File: src/rtl/signed_prod_acc.sv
// Purpose: accumulate ACC_LEN signed products, scale by >>>SHIFT with round-half-up, saturate to DOUT_W.
// Latency: dout_vld rises one cycle after the last sample of a block is accepted.
// Backpressure: din_rdy drops while a result is pending; dout holds until dout_vld & dout_rdy.
module signed_prod_acc #(
  parameter int DIN_W   = 16,
  parameter int ACC_LEN = 8,
  parameter int SHIFT   = 2,
  parameter int DOUT_W  = 16
) (
  input  logic                     clk,
  input  logic                     rst_n,
  input  logic                     clr,
  input  logic signed [DIN_W-1:0]  din,
  input  logic                     din_vld,
  output logic                     din_rdy,
  output logic signed [DOUT_W-1:0] dout,
  output logic                     dout_vld,
  input  logic                     dout_rdy,
  output logic                     sat_flag
);

  localparam int CNT_W = $clog2(ACC_LEN);
  // Accumulator wide enough that ACC_LEN full-scale products cannot overflow.
  localparam int AW    = DIN_W + CNT_W;
  // One extra bit so adding the rounding half cannot wrap.
  localparam int RW    = AW + 1;
  // Compare width covers both the rounded sum and the output range plus a sign bit.
  localparam int CW    = ((RW > DOUT_W) ? RW : DOUT_W) + 1;

  localparam logic [CNT_W-1:0] LAST = CNT_W'(ACC_LEN - 1);
  localparam logic signed [CW-1:0] MAXV = {{(CW-DOUT_W+1){1'b0}}, {(DOUT_W-1){1'b1}}};
  localparam logic signed [CW-1:0] MINV = {{(CW-DOUT_W+1){1'b1}}, {(DOUT_W-1){1'b0}}};

  typedef enum logic {
    ACC = 1'b0,
    OUT = 1'b1
  } state_t;

  state_t                    state;
  logic signed [AW-1:0]      acc;
  logic signed [AW-1:0]      sum;
  logic [CNT_W-1:0]          cnt;
  logic signed [RW-1:0]      sum_ext;
  logic signed [RW-1:0]      rnd_sum;
  logic signed [CW-1:0]      scaled;
  logic signed [DOUT_W-1:0]  clamped;
  logic                      sat_now;
  logic                      accept;

  // Ready depends on state only, so there is no combinational path from din_vld or dout_rdy.
  assign din_rdy = (state == ACC);
  assign accept  = din_vld & din_rdy;

  // Full-precision running sum including the sample on the input this cycle.
  assign sum     = acc + AW'(din);
  assign sum_ext = RW'(sum);

  generate
    if (SHIFT > 0) begin : g_round
      localparam logic signed [RW-1:0] HALF = RW'(1) <<< (SHIFT - 1);
      // floor(x + 0.5): add half an LSB of the result, then arithmetic shift.
      assign rnd_sum = (sum_ext + HALF) >>> SHIFT;
    end else begin : g_no_round
      assign rnd_sum = sum_ext;
    end
  endgenerate

  assign scaled = CW'(rnd_sum);

  // Clamp the scaled sum into the signed output range and flag when it had to.
  always_comb begin
    sat_now = 1'b0;
    clamped = DOUT_W'(scaled);
    if (scaled > MAXV) begin
      clamped = MAXV[DOUT_W-1:0];
      sat_now = 1'b1;
    end else if (scaled < MINV) begin
      clamped = MINV[DOUT_W-1:0];
      sat_now = 1'b1;
    end
  end

  // Block FSM: accumulate in ACC, present the result in OUT until handshake; clr wins over all.
  always_ff @(posedge clk or negedge rst_n) begin
    if (!rst_n) begin
      state    <= ACC;
      acc      <= '0;
      cnt      <= '0;
      dout     <= '0;
      dout_vld <= 1'b0;
      sat_flag <= 1'b0;
    end else if (clr) begin
      state    <= ACC;
      acc      <= '0;
      cnt      <= '0;
      dout_vld <= 1'b0;
      sat_flag <= 1'b0;
    end else begin
      case (state)
        ACC: begin
          if (accept) begin
            if (cnt == LAST) begin
              dout     <= clamped;
              dout_vld <= 1'b1;
              if (sat_now) begin
                sat_flag <= 1'b1;
              end
              acc      <= '0;
              cnt      <= '0;
              state    <= OUT;
            end else begin
              acc <= sum;
              cnt <= cnt + CNT_W'(1);
            end
          end
        end
        OUT: begin
          if (dout_rdy) begin
            dout_vld <= 1'b0;
            state    <= ACC;
          end
        end
        default: begin
          state    <= ACC;
          dout_vld <= 1'b0;
        end
      endcase
    end
  end

endmodule
File: config.mk
export PLATFORM = sky130hd
export DESIGN_NAME = signed_prod_acc
export DESIGN_NICKNAME = d
export VERILOG_FILES = /design/src/rtl/signed_prod_acc.sv
export SDC_FILE = /design/constraint.sdc
export NUM_CORES = 1
export LEC_CHECK = 0
export ABC_AREA = 1
export BUFFER_PORTS_ARGS = -buffer_cell sky130_fd_sc_hd__buf_4
export CAP_MARGIN = 20
export CORE_ASPECT_RATIO = 1.1
export CORE_MARGIN = 2
export CORE_UTILIZATION = 35
export CTS_BUF_LIST = sky130_fd_sc_hd__clkbuf_8 sky130_fd_sc_hd__clkbuf_16
export DETAILED_ROUTE_END_ITERATION = 16
export GPL_ROUTABILITY_DRIVEN = 0
export PLACE_DENSITY = 0.54
export RECOVER_POWER = 25
export SYNTH_ARGS = -nofsm -noshare
export SYNTH_HDL_FRONTEND = slang
export SYNTH_SLANG_ARGS = --single-unit
File: constraint.sdc
create_clock -name clk -period 3.6 [get_ports clk]
set_input_delay 0 -clock clk [delete_from_list [all_inputs] [get_ports clk]]
set_output_delay 0 -clock clk [all_outputs]
set_load 0.1 [all_outputs]
==> impl_results.md <==
- Status: finished, violations left
- Violated checks: capacitance limit, slew limit
- Final setup viols: 0
- Share of cells above drive strength 1: 16.5%
- First-pass GRT wire length: 15,300 microns
- Setup repair after global routing missed its margin: no
- Cell depth of the worst flop-to-flop path: 17
- Boundary pin count: 40
- Power, Total: 1.69 mW
- Flip-flop and latch count after synthesis: between 40 and 50
- Max-slew headroom: -50.9%
- Warning count from the yosys run: 0
- Number of buffers inserted to repair setup after CTS: 0
- Count of hold-fix buffers inserted at cts: 3
- Endpoints failing hold: 0
- Power Density: 417 nW/um^2
- Detailed placement HPWL: 7070 microns
- DR vias: 3,343
- Area growth, synth to finish: 15.1%
- Setup Skew: 0.00645 ns
- Fin cells: 702
- Commonest register cell after synthesis: sky130_fd_sc_hd__dfrtp_1
- Row count: 38
- Cell-by-cell listing of the critical path: ha_1 -> fa_1 -> xnor2_1 -> inv_1 -> ha_1 -> nand3_1 -> nor2_1 -> nand2_1 -> nor2_2 -> nand3_1 -> nor2_2 -> nand3_1 -> nand2_1 -> nand2_1 -> nand2_2 -> nand3_1 -> a31oi_2
- Synth Cell Area: 3520 sq um
- Number of clock buffers inserted by TritonCTS: 5
- Average size of a mapped cell: ~6.5 sq um
- Crit-path most repeated cell: sky130_fd_sc_hd__nand3_1
- Most utilized layer in the global route result: met2
- Sequential element share of the synthesized area: around 29%
- Leakage power figure: around 2.3 nW
- Clock tree from TritonCTS: built
- Filler cells: between 1k and 1.5k
- Syn Inst Count: ~540
- Vias in the first global route: around 3.3k
- Post-synth top area cell: sky130_fd_sc_hd__dfrtp_1
- Total global routing track utilization: around 18%
- Endpoint with the worst hold slack: acc[0]$_DFFE_PN0P_
- Die height: about 110 microns
- Die X: 99.7 microns
- Share of Yosys cell area claimed by the top area cell type: 29.1%
- Post-route minimum period: 3.08 ns
- Slowest cell on the critical path: sky130_fd_sc_hd__fa_1
- Critical R2R Launch: acc[0]$_DFFE_PN0P_
- Buffer type at the clock tree root: sky130_fd_sc_hd__clkbuf_8
- Buffer depth of the longest clock path: 2
- Upper clock frequency limit: between 300 and 400 MHz
- Data required time of the critical path: 3.83 ns
- Category of the worst setup path capture point: flop
- Worst Hold Launch: din[0]
- Max-cap violations: 1
- Final #Nets: 624
- Post-Place Cells: 691
- Final wirelength: 8910 microns
- Pin count of the biggest net entering global routing: between 40 and 50
- Antenna violations before repair: 0
- Largest driver fanout on the critical path: 16
- Iteration-0 DRC Markers: around 140
- Most frequently used cell type in the post-synthesis netlist: sky130_fd_sc_hd__nand2_1
- Number of cells on the worst hold path: 3
- Post-route DRC: 0
- Class of the tightest hold or removal check: in -> reg
- Number of buffer cells added on primary ports: 39
- Worst-Margin Slew: 2.26 ns
- Hold Worst Slack: roughly 0.034 ns
- Number of search-and-repair iterations in the first detailed-routing pass: 5
- Max VDD drop: 0.162 mV
- Most area-consuming cells after synthesis: sky130_fd_sc_hd__dfrtp_1 (29%), sky130_fd_sc_hd__nand2_1 (19%), sky130_fd_sc_hd__inv_1 (8.7%), sky130_fd_sc_hd__ha_1 (7.5%), sky130_fd_sc_hd__nand3_1 (5.5%)
- Via-per-instance ratio: 4.76
- Arrival time at the worst endpoint: 3.31 ns
- Synth async-reset ratio: 100%
- Critical Path Start Type: flop
- Cts repair resizes: 0
- Total negative slack for setup checks: 0 ns
- Met1 Use GR: ~22%
- Number of flops mapped to enable cells by yosys: 0
- Effective utilization at floorplan: between 30% and 40%
- Area used by sequential logic in the layout: 1030 sq um
- H-tree lvl count: 2
- Met2 demand-to-capacity share in global routing: 31.4%
- Max stage delay on crit path: ~0.46 ns
- Critical register-to-register path endpoint: dout[13]$_DFFE_PN0P_
- Multi-input logic area: 2100 sq um
- DRT antenna net count: 0
- Category of the critical setup timing path: reg -> reg
- Clock latency of the later-clocked register in the worst-skew pair: about 0.30 ns
- Routing usage on met3: 2.56%
- Leading post-synthesis cells by instance count: sky130_fd_sc_hd__nand2_1 (182), sky130_fd_sc_hd__inv_1 (82), sky130_fd_sc_hd__dfrtp_1 (41), sky130_fd_sc_hd__nand3_1 (39), sky130_fd_sc_hd__nor2_1 (38)
- Synth unique cells: 33
- Area of the die: between 10,000 and 15,000 sq um
- Worst-case register-to-register setup slack: between 0.5 and 0.6 ns
- Final global-route overflow total: 0
- Mapped Nets: 582
- Clock-pin slew of the registers on the worst-case setup and hold paths: 0.09 ns
- Routed length per instance: between 10 and 15 microns
- Total count of max-transition violations in the final report: 42
- CTS sink count: 41
- Antenna Diode Count: 0
- Part of the cycle the worst path needs: 85.5%
- Placeable core region: a little under 10,000 sq um
metal layers:
metal  share of wire [%]  vias to the layer above
li1                    -                     1776
met1                  46                     1508
met2                  50                       51
met3                 3.1                        8
met4                 1.5                        0
met5                   0                        -
cells in the final DEF (no fill, tap or decap), types with 3 or more instances in the layout:
cell type | synthesis | routed
sky130_fd_sc_hd__nand2_2 | 19 | 19
sky130_fd_sc_hd__nand3b_1 | 3 | 3
sky130_fd_sc_hd__nor2_4 | 3 | 3
sky130_fd_sc_hd__nor2_1 | 38 | 37
sky130_fd_sc_hd__inv_2 | 5 | 5
sky130_fd_sc_hd__nand3_1 | 39 | 39
sky130_fd_sc_hd__xor2_1 | 6 | 6
sky130_fd_sc_hd__inv_1 | 82 | 82
sky130_fd_sc_hd__nor3_1 | 5 | 5
sky130_fd_sc_hd__nor2_2 | 10 | 11
sky130_fd_sc_hd__dlygate4sd3_1 | 1 | 3
sky130_fd_sc_hd__buf_4 | 0 | 40
sky130_fd_sc_hd__dfrtp_1 | 41 | 41
sky130_fd_sc_hd__a21oi_1 | 13 | 13
sky130_fd_sc_hd__a31oi_1 | 13 | 13
sky130_fd_sc_hd__o21ai_0 | 23 | 23
sky130_fd_sc_hd__clkbuf_8 | 0 | 5
sky130_fd_sc_hd__xnor2_1 | 4 | 4
sky130_fd_sc_hd__nand4_1 | 5 | 5
sky130_fd_sc_hd__nand2_1 | 182 | 182
sky130_fd_sc_hd__ha_1 | 21 | 21
sky130_fd_sc_hd__nand3_2 | 5 | 5
through the flow:
stage          instance area, sq um  worst slack [ns]  utilization, %
2_1_floorplan                  3520             0.932               -
3_3_place_gp                   3920             0.664            39.8
3_5_place_dp                   3920             0.528            39.8
4_1_cts                        4060             0.493            41.3
5_1_grt                        4060             0.196            41.2
6_report                       4060             0.523            41.2
cells by family (layout without fill, tap and decap cells):
| group | after synthesis | in the layout | synth area share, % |
|---|---|---|---|
| buffers and inverters | 97 | 140 | 11.3 |
| and+or+nand+nor | 313 | 313 | 39.7 |
| xor gates and xnor gates | 10 | 10 | 2.48 |
| DFF | 41 | 41 | 29.1 |
| adders and majority gates | 22 | 22 | 8.02 |
| AOI/OAI and AO/OA | 56 | 56 | 9.34 |
power breakdown:
part           switching [mW]  total (mW)  internal [mW]
sequential             0.0187       0.511          0.492
clock                   0.188       0.396          0.208
combinational           0.541       0.785          0.243
sequential cells by signal, indices dropped and copies added, names as in the netlist:
signal and flops:
dout_vld 1, acc 19, state 1, cnt 3, dout 16, sat_flag 1
how the worst max path moves through the flow:
stage,from,end,cells past startpoint
2_1_floorplan,acc[0]$_DFFE_PN0P_,dout[10]$_DFFE_PN0P_,18
3_3_place_gp,acc[0]$_DFFE_PN0P_,dout[13]$_DFFE_PN0P_,17
3_5_place_dp,acc[0]$_DFFE_PN0P_,dout[13]$_DFFE_PN0P_,17
4_1_cts,acc[0]$_DFFE_PN0P_,dout[13]$_DFFE_PN0P_,17
5_1_grt,acc[0]$_DFFE_PN0P_,dout[13]$_DFFE_PN0P_,17
6_report,acc[0]$_DFFE_PN0P_,dout[13]$_DFFE_PN0P_,17
area by class of cell:
| class | instances | share of cell area [%] |
|---|---|---|
| Multi-Input combinational cell | 401 | 51.8 |
| Sequential cell | 41 | 25.3 |
| Timing Repair Buffer | 44 | 8.23 |
| Inverter | 88 | 8.14 |
| Tap cell | 120 | 3.70 |
| Clock buffer | 5 | 1.70 |
| Clock inverter | 3 | 1.14 |
critical path, delay by kind of cell, from the launching register on:
kind | cells | cell delay (ns)
adders and majority gates | 3 | 0.90
buffers and inverters | 1 | 0.08
AOI/OAI and AO/OA | 1 | 0.14
DFF | 1 | 0.39
and+or+nand+nor | 11 | 1.31
xor gates and xnor gates | 1 | 0.19
(Power assumes the default switching activity.)
